`src/rtl/regfile_wb_queue.sv`:
```
// Write-back arbiter for the integer register file write port.
// Single-cycle ALU results go straight to the output register. Long-latency
// results are buffered in a DEPTH-entry FIFO. A starvation counter limits how
// long the ALU may keep the FIFO head waiting. Pending flags let the issue
// stage detect RAW hazards against writes that are queued or in flight.
module regfile_wb_queue #(
  parameter int unsigned DEPTH      = 4,
  parameter int unsigned XLEN       = 32,
  parameter int unsigned STARVE_MAX = 3
) (
  input  logic                         clk,
  input  logic                         rst,
  input  logic                         alu_we,
  input  logic [4:0]                   alu_rd,
  input  logic [XLEN-1:0]              alu_data,
  output logic                         alu_stall,
  input  logic                         ll_valid,
  output logic                         ll_ready,
  input  logic [4:0]                   ll_rd,
  input  logic [XLEN-1:0]              ll_data,
  output logic                         regwrite,
  output logic [4:0]                   writereg,
  output logic [XLEN-1:0]              writedata,
  input  logic [4:0]                   rs1_q,
  input  logic [4:0]                   rs2_q,
  output logic                         rs1_pending,
  output logic                         rs2_pending,
  output logic [$clog2(DEPTH+1)-1:0]   fifo_count
);

  localparam int unsigned AW = $clog2(DEPTH);
  localparam int unsigned CW = $clog2(DEPTH+1);
  localparam int unsigned SW = (STARVE_MAX < 1) ? 1 : $clog2(STARVE_MAX+1);
  localparam logic [CW-1:0] FULL_CNT   = CW'(DEPTH);
  localparam logic [SW-1:0] STARVE_LIM = SW'(STARVE_MAX);

  logic [4:0]      rd_mem   [DEPTH];
  logic [XLEN-1:0] data_mem [DEPTH];
  logic [AW-1:0]   head;
  logic [AW-1:0]   tail;
  logic [CW-1:0]   count;
  logic [SW-1:0]   starve;

  logic fifo_empty;
  logic push;
  logic pop;
  logic override;
  logic alu_ok;
  logic rs1_hit;
  logic rs2_hit;

  // Handshake and arbitration decisions, all from registered state.
  always_comb begin
    fifo_empty = (count == '0);
    ll_ready   = (count != FULL_CNT);
    push       = ll_valid && ll_ready && (ll_rd != 5'd0);
    override   = (starve == STARVE_LIM) && !fifo_empty;
    alu_ok     = alu_we && (alu_rd != 5'd0);
    pop        = override || (!alu_ok && !fifo_empty);
    alu_stall  = override && alu_we;
    fifo_count = count;
  end

  // Scan the live FIFO window for destinations matching the queries.
  always_comb begin
    rs1_hit = 1'b0;
    rs2_hit = 1'b0;
    for (int unsigned i = 0; i < DEPTH; i++) begin
      if (CW'(i) < count) begin
        if (rd_mem[head + AW'(i)] == rs1_q) rs1_hit = 1'b1;
        if (rd_mem[head + AW'(i)] == rs2_q) rs2_hit = 1'b1;
      end
    end
    rs1_pending = (rs1_q != 5'd0) && (rs1_hit || (regwrite && (writereg == rs1_q)));
    rs2_pending = (rs2_q != 5'd0) && (rs2_hit || (regwrite && (writereg == rs2_q)));
  end

  // FIFO storage; contents are only meaningful inside the head/count window.
  always_ff @(posedge clk) begin
    if (push) begin
      rd_mem[tail]   <= ll_rd;
      data_mem[tail] <= ll_data;
    end
  end

  // FIFO pointers and occupancy.
  always_ff @(posedge clk or negedge rst) begin
    if (!rst) begin
      head  <= '0;
      tail  <= '0;
      count <= '0;
    end else begin
      if (push) tail <= tail + AW'(1);
      if (pop)  head <= head + AW'(1);
      if (push && !pop)      count <= count + CW'(1);
      else if (!push && pop) count <= count - CW'(1);
    end
  end

  // Output register and starvation counter, in arbitration priority order.
  always_ff @(posedge clk or negedge rst) begin
    if (!rst) begin
      regwrite  <= 1'b0;
      writereg  <= '0;
      writedata <= '0;
      starve    <= '0;
    end else if (override) begin
      regwrite  <= 1'b1;
      writereg  <= rd_mem[head];
      writedata <= data_mem[head];
      starve    <= '0;
    end else if (alu_ok) begin
      regwrite  <= 1'b1;
      writereg  <= alu_rd;
      writedata <= alu_data;
      starve    <= fifo_empty ? '0 : starve + SW'(1);
    end else if (!fifo_empty) begin
      regwrite  <= 1'b1;
      writereg  <= rd_mem[head];
      writedata <= data_mem[head];
      starve    <= '0;
    end else begin
      regwrite  <= 1'b0;
      starve    <= '0;
    end
  end

endmodule

```
`config.mk`:
```
export PLATFORM = sky130hd
export DESIGN_NAME = regfile_wb_queue
export DESIGN_NICKNAME = d
export VERILOG_FILES = /design/src/rtl/regfile_wb_queue.sv
export SDC_FILE = /design/constraint.sdc
export NUM_CORES = 1
export LEC_CHECK = 0
export CAP_MARGIN = 20
export CORE_MARGIN = 5
export CORE_UTILIZATION = 54
export CTS_CLUSTER_DIAMETER = 30
export DETAILED_ROUTE_END_ITERATION = 16
export PLACE_DENSITY = 0.85
export SLEW_MARGIN = 20
export SYNTH_ARGS = -nofsm -noshare
export SYNTH_HDL_FRONTEND = slang
export SYNTH_SLANG_ARGS = --single-unit
```
`constraint.sdc`:
```
create_clock -name clk -period 3.7 [get_ports clk]
set_input_delay 0.555 -clock clk [delete_from_list [all_inputs] [get_ports clk]]
set_output_delay 0.555 -clock clk [all_outputs]
set_load 0.01 [all_outputs]
```
# After elaboration in Yosys (flattened, before gate mapping)
# Memory sizes are Yosys's and may differ from the RTL's.
# Cells that the tools add are included.
dict set report totals {
  ff_bits 47
  latchBits 0
  ramBits 148
  romBits 0
  in_bits 88
  output_inout_bits 45
  elab_cells 90
  n_memories 2
}
# name depth word_bits read_ports rd_clocked_by_memory_dff write_ports line
set mem_list {}
lappend mem_list {data_mem 4 32 1 0 1 38} ;# logic [XLEN-1:0] data_mem [DEPTH];
lappend mem_list {rd_mem 4 5 4 0 1 37} ;# logic [4:0] rd_mem [DEPTH];
dict set report op_classes {
  addsub 7
  n_mul 0
  div_mod_pow 0
  n_lt_le_gt_ge 4
  eq_ne 13
  shift 0
  muxes 32
  n_bitwise 0
  reduce_logical 25
}
# cell count
set op_table {}
lappend op_table {{$mux 32} 3}
lappend op_table {{$eq 5x5->1} 10}
lappend op_table {{$mux 1} 21}
lappend op_table {{$reduce_bool 5->1} 4}
lappend op_table {{$mux 5} 3}
lappend op_table {{$logic_and 1x1->1} 12}
lappend op_table {{$add 2x1->2 const B} 3}
lappend op_table {{$lt 1x3->1 const A} 2}
lappend op_table {{$lt 2x3->1 const A} 2}
lappend op_table {{$mux 2} 3}
lappend op_table {{$mux 3} 2}
lappend op_table {{$add 2x2->2 const B} 2}
lappend op_table {{$logic_not 1->1} 4}
lappend op_table {{$add 3x1->3 const B} 1}
lappend op_table {{$logic_not 3->1} 1}
lappend op_table {{$logic_or 1x1->1} 3}
lappend op_table {{$ne 3x1->1 const B} 1}
lappend op_table {{$ne 3x3->1 const B} 1}
lappend op_table {{$sub 3x1->3 const B} 1}
lappend op_table {{$eq 2x2->1 const B} 1}
lappend op_table {{$reduce_bool 2->1} 1}

# Logic depth before layout (Yosys ltp)
# Gate-level depths: netlist of run 1.
# An unclocked memory read counts as a cell.
dict set report logic_depth {
  depth_word 12
  depth_mapped 10
}

# Worst setup path after synthesis of run 1
# Ideal clock, no wire load.
dict set report synth_path {
  path_kind {reg-to-reg}
  start {register count[0], in the netlist fifo_count[0]}
  end {memory data_mem[0][0], enable pin}
  setup_ns 0.398
  arrival_ns 2.326
  required_time_ns 3.302
  slack_ns 0.977
  path_stages_with_launch 7
  period_less_slack_ns 2.723
  cell_sequence {dfrtp_1 inv_1 ha_1 nand2_1 nand2_1 a21oi_1 and2_1}
}
dict set report synth_between {
  elab_chain_len 5
}
# element line
set synth_rtl {}
lappend synth_rtl {{from (decl)} 41} ;# logic [CW-1:0] count;
lappend synth_rtl {{from (signal assigned)} 95} ;# if (push && !pop) count <= count + CW'(1);
lappend synth_rtl {{from (signal assigned)} 96} ;# else if (!push && pop) count <= count - CW'(1);
lappend synth_rtl {{$ne 3x3->1} 55} ;# ll_ready = (count != FULL_CNT);
lappend synth_rtl {{via ll_ready} 18} ;# output logic ll_ready,
lappend synth_rtl {{$logic_and 1x1->1 (2 in series)} 56} ;# push = ll_valid && ll_ready && (ll_rd != 5'd0);
lappend synth_rtl {{via push} 45} ;# logic push;
lappend synth_rtl {{$mux 1} 80} ;# if (push) begin
lappend synth_rtl {{$mux 1 (implied by the code)} 82} ;# data_mem[tail] <= ll_data;
lappend synth_rtl {{to (decl)} 38}
# The timed path passes the listed nets, and every way through them passes these cells.

# Worst setup path after layout of run 1
dict set report layout_path {
  start {register head[0]}
  end {output port rs2_pending}
}
dict set report layout_between {
  elab_chain_len 12
  elab_cells_between_ends 18
  cone_classes {3 x add/sub; 4 x eq/ne; 8 x mux; 2 x reduce/logical; 1 x memory}
}
# element line
set layout_rtl {}
lappend layout_rtl {{from (decl)} 39} ;# logic [AW-1:0] head;
lappend layout_rtl {{from (signal assigned)} 94} ;# if (pop) head <= head + AW'(1);
lappend layout_rtl {{$mem_v2 4x5 (*)} n/a}
lappend layout_rtl {{$eq 5x5->1} 71} ;# if (rd_mem[head + AW'(i)] == rs2_q) rs2_hit = 1'b1;
lappend layout_rtl {{$mux 1} 71}
lappend layout_rtl {{$mux 1} 69} ;# if (CW'(i) < count) begin
lappend layout_rtl {{$mux 1} 71}
lappend layout_rtl {{$mux 1} 69}
lappend layout_rtl {{$mux 1} 71}
lappend layout_rtl {{$mux 1} 69}
lappend layout_rtl {{$mux 1} 71}
lappend layout_rtl {{$mux 1 (*)} 69}
lappend layout_rtl {{$logic_or 1x1->1 (*)} 75} ;# rs2_pending = (rs2_q != 5'd0) && (rs2_hit || (regwrite && (writereg == rs2_q)));
lappend layout_rtl {{$logic_and 1x1->1 (*)} 75}
lappend layout_rtl {{to (decl)} 27} ;# output logic rs2_pending,
# Every way passes the cells marked *; elsewhere a longest branch is shown, timed or not.

==> run_results.csv, run 1 <==
group,metric,value,unit
sta,period_needed,3600,ps
worst_setup_path,cp-start-kind,"flop",
clocking,cts_buffers,17,
worst_setup_path,critical_path.slowest_cell,"mux4_2",
worst_setup_path,critPathKind,"flop to output port",
power_and_ir_drop,swShare,0.327,
sta,relSlewSlack,0.531,
power_and_ir_drop,intPower,5630,uW
power_and_ir_drop,vdd_drop_max,0.497,mV
detailed_routing,dr.pass1.iters,5,
detailed_routing,drt-initial-drc-count,357,
detailed_routing,via_count,5293,
cells_and_area,mostFrequentLayoutCells,"edfxtp_1, clkdlybuf4s50_1, nand2_1, mux4_2, dfrtp_1",
die,rows,46,
power_and_ir_drop,p_leak,0.00391,uW
power_and_ir_drop,p_per_area,768,mW/mm^2
clocking,htree_num_levels,4,
min_path,hold_class,"primary input to async pin",
die,start_util,0.546,
clocking,cts_root_buf,"clkbuf_16",
detailed_routing,wl_per_cell,21.4,microns
cells_and_area,antenna_cells,0,
worst_setup_path,path_cells,"buf_4 -> mux4_2 -> xnor2_1 -> nand4_1 -> nor3_1 -> a311oi_1 -> a21oi_1 -> clkdlybuf4s50_1",
global_routing,antenna_found_initial,0,
placement,hpwl,13600,microns
synth,syn-num-nets,661,
worst_setup_path,required,3140,ps
detailed_routing,ant_nets,0,
worst_setup_path,worst_ep_arrival_time,3050,ps
sta,finalHoldViolCount,0,
sta,slew_viol_final,0,
synth,syn_area_per_cell,15.3,sq um
worst_setup_path,worstPathMaxFanout,9,
worst_setup_path,crit_path_end_kind,"output port",
synth,synthesis.instances,563,
cells_and_area,drive_above_1_share,0.160,
sta,tns,0,ps
sta,hold_ws,172,ps
die,dieArea,0.0186,sq mm
sta,max_freq,0.277,GHz
placement,place_ws,376,ps
placement,io_buffers,132,
cells_and_area,syn_to_final_growth,26.4,%
sta,finalSetupViolCount,0,
outcome,status,"complete, no violations",
die,die_h,136,microns
placement,gp_congestion,0.850,
placement,place_inst,888,
sta,rsz0062_at_grt,"yes",
power_and_ir_drop,switchingPower,2730,uW
clocking,numClockSinks,195,
power_and_ir_drop,power_frac_comb,0.391,
cells_and_area,layout.cells.non_filler,927,
sta,finalCritPeriodShare,0.974,
clocking,clkTransAtPathRegs,70,ps
clocking,clk_latency,430,ps
clocking,clockBufferDepth,2,
cells_and_area,final_core_util,0.690,
synth,syn_area,0.00861,sq mm
detailed_routing,drc_errors,0,
synth,yosys_warnings,0,
detailed_routing,vias_per_cell,5.71,
synth,ys_ff_latch,195,
global_routing,overflow,0,
die,ios,133,
worst_setup_path,cp_top_family,"buffers and inverters",
sta,clock_skew,10.0,ps
power_and_ir_drop,p_seq_frac,0.397,
worst_setup_path,critPathMaxStageDelay,550,ps
synth,seq_area_frac_synth,0.653,
global_routing,grt_max_degree,40,
cells_and_area,fin_nets,796,
worst_setup_path,crit_buf_inv,2,
cells_and_area,mostFrequentLayoutCell,"edfxtp_1",
die,die_w,136,microns
global_routing,grt_use_total,0.222,
sta,fin_ws,95.3,ps
clocking,hold_buffers,0,
sta,worstMarginPinSlew,704,ps
power_and_ir_drop,clkPwrFrac,0.212,
synth,ys_types,34,
global_routing,grt_pass1_wl,30900,microns
job,max_cap_violations,0,
detailed_routing,wl,19900,microns
clocking,cts_tree,"done",
die,core,0.0158,sq mm
global_routing,first_global_vias,5691,
power groups by stage:
stage               Clock, uW  Sequential (uW)  Combinational, uW
floorplan                   0             3340               1980
finish                   1770             3320               3270
global route             1890             3370               3530
global placement            0             3370               3020
detailed placement          0             3430               3090
CTS                      1800             3360               3160
repair_timing:
item                                    4_1_cts  5_1_grt
gates resized for setup                       0        3
buffers inserted                              1        5
endpoints found under the setup margin        2        2
area by class of cell:
class                   instances  area, sq um
repair buffers                155         1590
flip-flops and latches        195         5630
multi-input cells             325         2810
clock inverters                14          144
fillers                      1038         4880
inverters                       4         15.0
well taps                     216          270
clock buffers                  18          429
synth_stat cells (all sizes together):
cell      n  area share
nor2b     1     0.00073
ha       10       0.015
a31oi    38       0.028
clkbuf   22      0.0096
nor2     43       0.019
or4       3      0.0026
nor4      6      0.0051
xnor2    24       0.024
a311oi    2      0.0020
nand4     4      0.0029
a21oi     8      0.0046
nor3      6      0.0035
nand3     1     0.00058
o21ai     3      0.0017
edfxtp  148        0.52
mux2i     5      0.0058
mux4     50        0.13
xor2     32       0.033
a21o      1     0.00087
and3      2      0.0015
o311a     2      0.0023
and2      4      0.0029
inv       4      0.0017
mux2      1      0.0013
dfrtp    47        0.14
nand2b    1     0.00073
buf      17       0.013
nand2    78       0.034
metal layers:
metal / share of wire / wire [microns] / GRT usage
met1: 0.40 / 8050 / 0.287
met2: 0.52 / 10400 / 0.375
met3: 0.044 / 880 / 0.0418
met4: 0.028 / 564 / 0.0851
met5: 0 / 0 / 0
registers in the layout, indices dropped and copies added (netlist names):
register	cells
tail	2
head	2
fifo_count	3
writedata	32
starve	2
rd_mem	20
data_mem	128
regwrite	1
writereg	5
final timing paths:
kind	endpoint	cells after the start	start	slack, ps
setup / recovery	rs2_pending	8	head[0]$_DFFE_PN0P_	100
hold / removal	writedata[28]$_DFFE_PN0P_	1	rst	170
setup reg to reg	data_mem[2][3]$_DFFE_PP_	7	fifo_count[0]$_DFFE_PN0P_	820
hold reg to reg	starve[0]$_DFF_PN0_	1	starve[0]$_DFF_PN0_	480
max in group asynchronous	writedata[9]$_DFFE_PN0P_	2	rst	2740
min in group clk	starve[0]$_DFF_PN0_	1	starve[0]$_DFF_PN0_	480
per-stage QoR:
step	cell area (sq um)	total power [uW]
floorplan	8610	5310
global placement	10200	6390
detailed placement	10200	6520
CTS	10800	8320
global route	10900	8790
finish	10900	8360
cells by family (layout without fill, tap and decap cells):
family,count (synthesis),in the layout,synth area share
AOI/OAI and AO/OA,54,54,0.0392
adders and majority gates,10,10,0.0145
DFF,195,195,0.653
muxes,56,56,0.139
buffers and inverters,43,191,0.0241
xor gates and xnor gates,56,56,0.0570
and+or+nand+nor,149,149,0.0732
No activity file was read; power rests on OpenSTA's default activity.
==> inputs of run 2 (changes only) <==
- SLEW_MARGIN: 20 -> unset
==> run_results.csv, run 2 (synthesis gave the netlist of run 1 again) <==
group,metric,value,unit
clocking,cts_tree,"done",
sta,worstMarginPinSlew,707,ps
cells_and_area,drive_above_1_share,0.160,
worst_setup_path,reg2reg_slack,840,ps
detailed_routing,wl_per_cell,21.4,microns
worst_setup_path,path_cells,"buf_4 -> mux4_2 -> xnor2_1 -> nand4_1 -> nor3_1 -> a311oi_1 -> a21oi_1 -> clkdlybuf4s50_1",
sta,relSlewSlack,0.529,
power_and_ir_drop,p_leak,0.00390,uW
clocking,cts_root_buf,"clkbuf_16",
die,core,0.0158,sq mm
placement,hpwl,13600,microns
cells_and_area,reg_top3,"data_mem (128), writedata (32), rd_mem (20)",
clocking,numClockSinks,195,
sta,finalCritPeriodShare,0.973,
die,start_util,0.546,
global_routing,grt_use_total,0.222,
cells_and_area,fin_nets,796,
clocking,clkTransAtPathRegs,70,ps
worst_setup_path,cp_top_family,"buffers and inverters",
min_path,hold_class,"primary input to async pin",
detailed_routing,dr.pass1.iters,5,
global_routing,first_global_vias,5691,
worst_setup_path,cp-start-kind,"flop",
worst_setup_path,critPathKind,"flop to output port",
cells_and_area,largest_reg_flops,128,
clocking,hold_buffers,0,
detailed_routing,via_count,5342,
worst_setup_path,critical_path.slowest_cell,"mux4_2",
die,die_h,136,microns
worst_setup_path,crit_start,"head[0]$_DFFE_PN0P_",
cells_and_area,syn_to_final_growth,26.3,%
detailed_routing,wl,19900,microns
global_routing,antenna_found_initial,0,
power_and_ir_drop,vdd_drop_max,0.499,mV
detailed_routing,dr_wl_met3,1040,microns
job,max_cap_violations,0,
sta,max_freq,0.278,GHz
sta,rsz0062_at_grt,"yes",
detailed_routing,drt-initial-drc-count,329,
cells_and_area,mostFrequentLayoutCells,"edfxtp_1, clkdlybuf4s50_1, nand2_1, mux4_2, dfrtp_1",
worst_setup_path,critPathMaxStageDelay,550,ps
sta,period_needed,3600,ps
detailed_routing,vias_per_cell,5.76,
sta,finalHoldViolCount,0,
placement,io_buffers,132,
global_routing,grt_pass1_wl,30900,microns
clocking,clockBufferDepth,2,
die,ios,133,
cells_and_area,top_register,"data_mem",
worst_setup_path,worst_ep_arrival_time,3050,ps
die,die_w,136,microns
global_routing,overflow,0,
detailed_routing,ant_nets,0,
die,rows,46,
worst_setup_path,crit_buf_inv,2,
sta,hold_ws,171,ps
sta,slew_viol_final,0,
cells_and_area,mostFrequentLayoutCell,"edfxtp_1",
worst_setup_path,crit_path_end_kind,"output port",
sta,clock_skew,15.1,ps
outcome,status,"complete, no violations",
die,dieArea,0.0186,sq mm
clocking,htree_num_levels,4,
power_and_ir_drop,p_per_area,768,mW/mm^2
global_routing,grt_max_degree,40,
detailed_routing,met1_length,7840,microns
detailed_routing,dr_wl_met2,10500,microns
worst_setup_path,worstPathMaxFanout,9,
clocking,cts_buffers,17,
detailed_routing,drc_errors,0,
power_and_ir_drop,finalPower,8350,uW
sta,finalSetupViolCount,0,
worst_setup_path,r2r-start,"fifo_count[0]$_DFFE_PN0P_",
cells_and_area,antenna_cells,0,
clocking,clk_latency,440,ps
placement,gp_congestion,0.850,
detailed_routing,top_layer_used,"met4",
worst_setup_path,required,3140,ps
[run 2: cell counts in the layout (fill, tap and decap cells not counted)]
Identical to the previous run, type by type.
[run 2: layer usage]
metal / vias up / global-route usage
met3: 36 / 0.0418
met4: 0 / 0.0851
met5: - / 0
met2: 195 / 0.375
met1: 2720 / 0.287
li1: 2391 / -
[run 2: worst paths after layout]
check	cells past startpoint	endpoint
max	8	rs2_pending
min	1	writedata[28]$_DFFE_PN0P_
max reg2reg	7	data_mem[2][4]$_DFFE_PP_
min reg2reg	1	starve[0]$_DFF_PN0_
max in group asynchronous	2	writedata[9]$_DFFE_PN0P_
min in group clk	1	starve[0]$_DFF_PN0_
[run 2: repair_timing]
action                                  CTS  global route
hold endpoints to repair                  0             0
endpoints found under the setup margin    2             2
setup buffers                             1             5
gates resized for setup                   0             3
[run 2: through the flow]
step / setup slack [ps] / cells / util / cell area, sq um / setup TNS (ps)
2_1_floorplan: 977 / 563 / - / 8610 / 0
3_3_place_gp: 414 / 888 / 0.647 / 10200 / 0
3_5_place_dp: 376 / 888 / 0.647 / 10200 / 0
4_1_cts: 6.39 / 921 / 0.684 / 10800 / 0
5_1_grt: -18.2 / 927 / 0.690 / 10900 / -18.2
6_report: 99.5 / 927 / 0.690 / 10900 / 0
[run 2: layout make-up]
| type | instances | area (sq um) |
|---|---|---|
| multi-input combinational | 325 | 2810 |
| clock buffer | 18 | 429 |
| sequential | 195 | 5630 |
| timing repair buffer | 155 | 1580 |
| fill | 1040 | 4890 |
| inverter | 4 | 15.0 |
| tap | 216 | 270 |
| clock inverter | 14 | 144 |
[run 2: power by group]
part           internal [uW]  switching [uW]  total, uW  leakage (uW)
combinational           1700            1560       3260       0.00172
clock                    949             827       1780      0.000277
sequential              2970             344       3320       0.00191
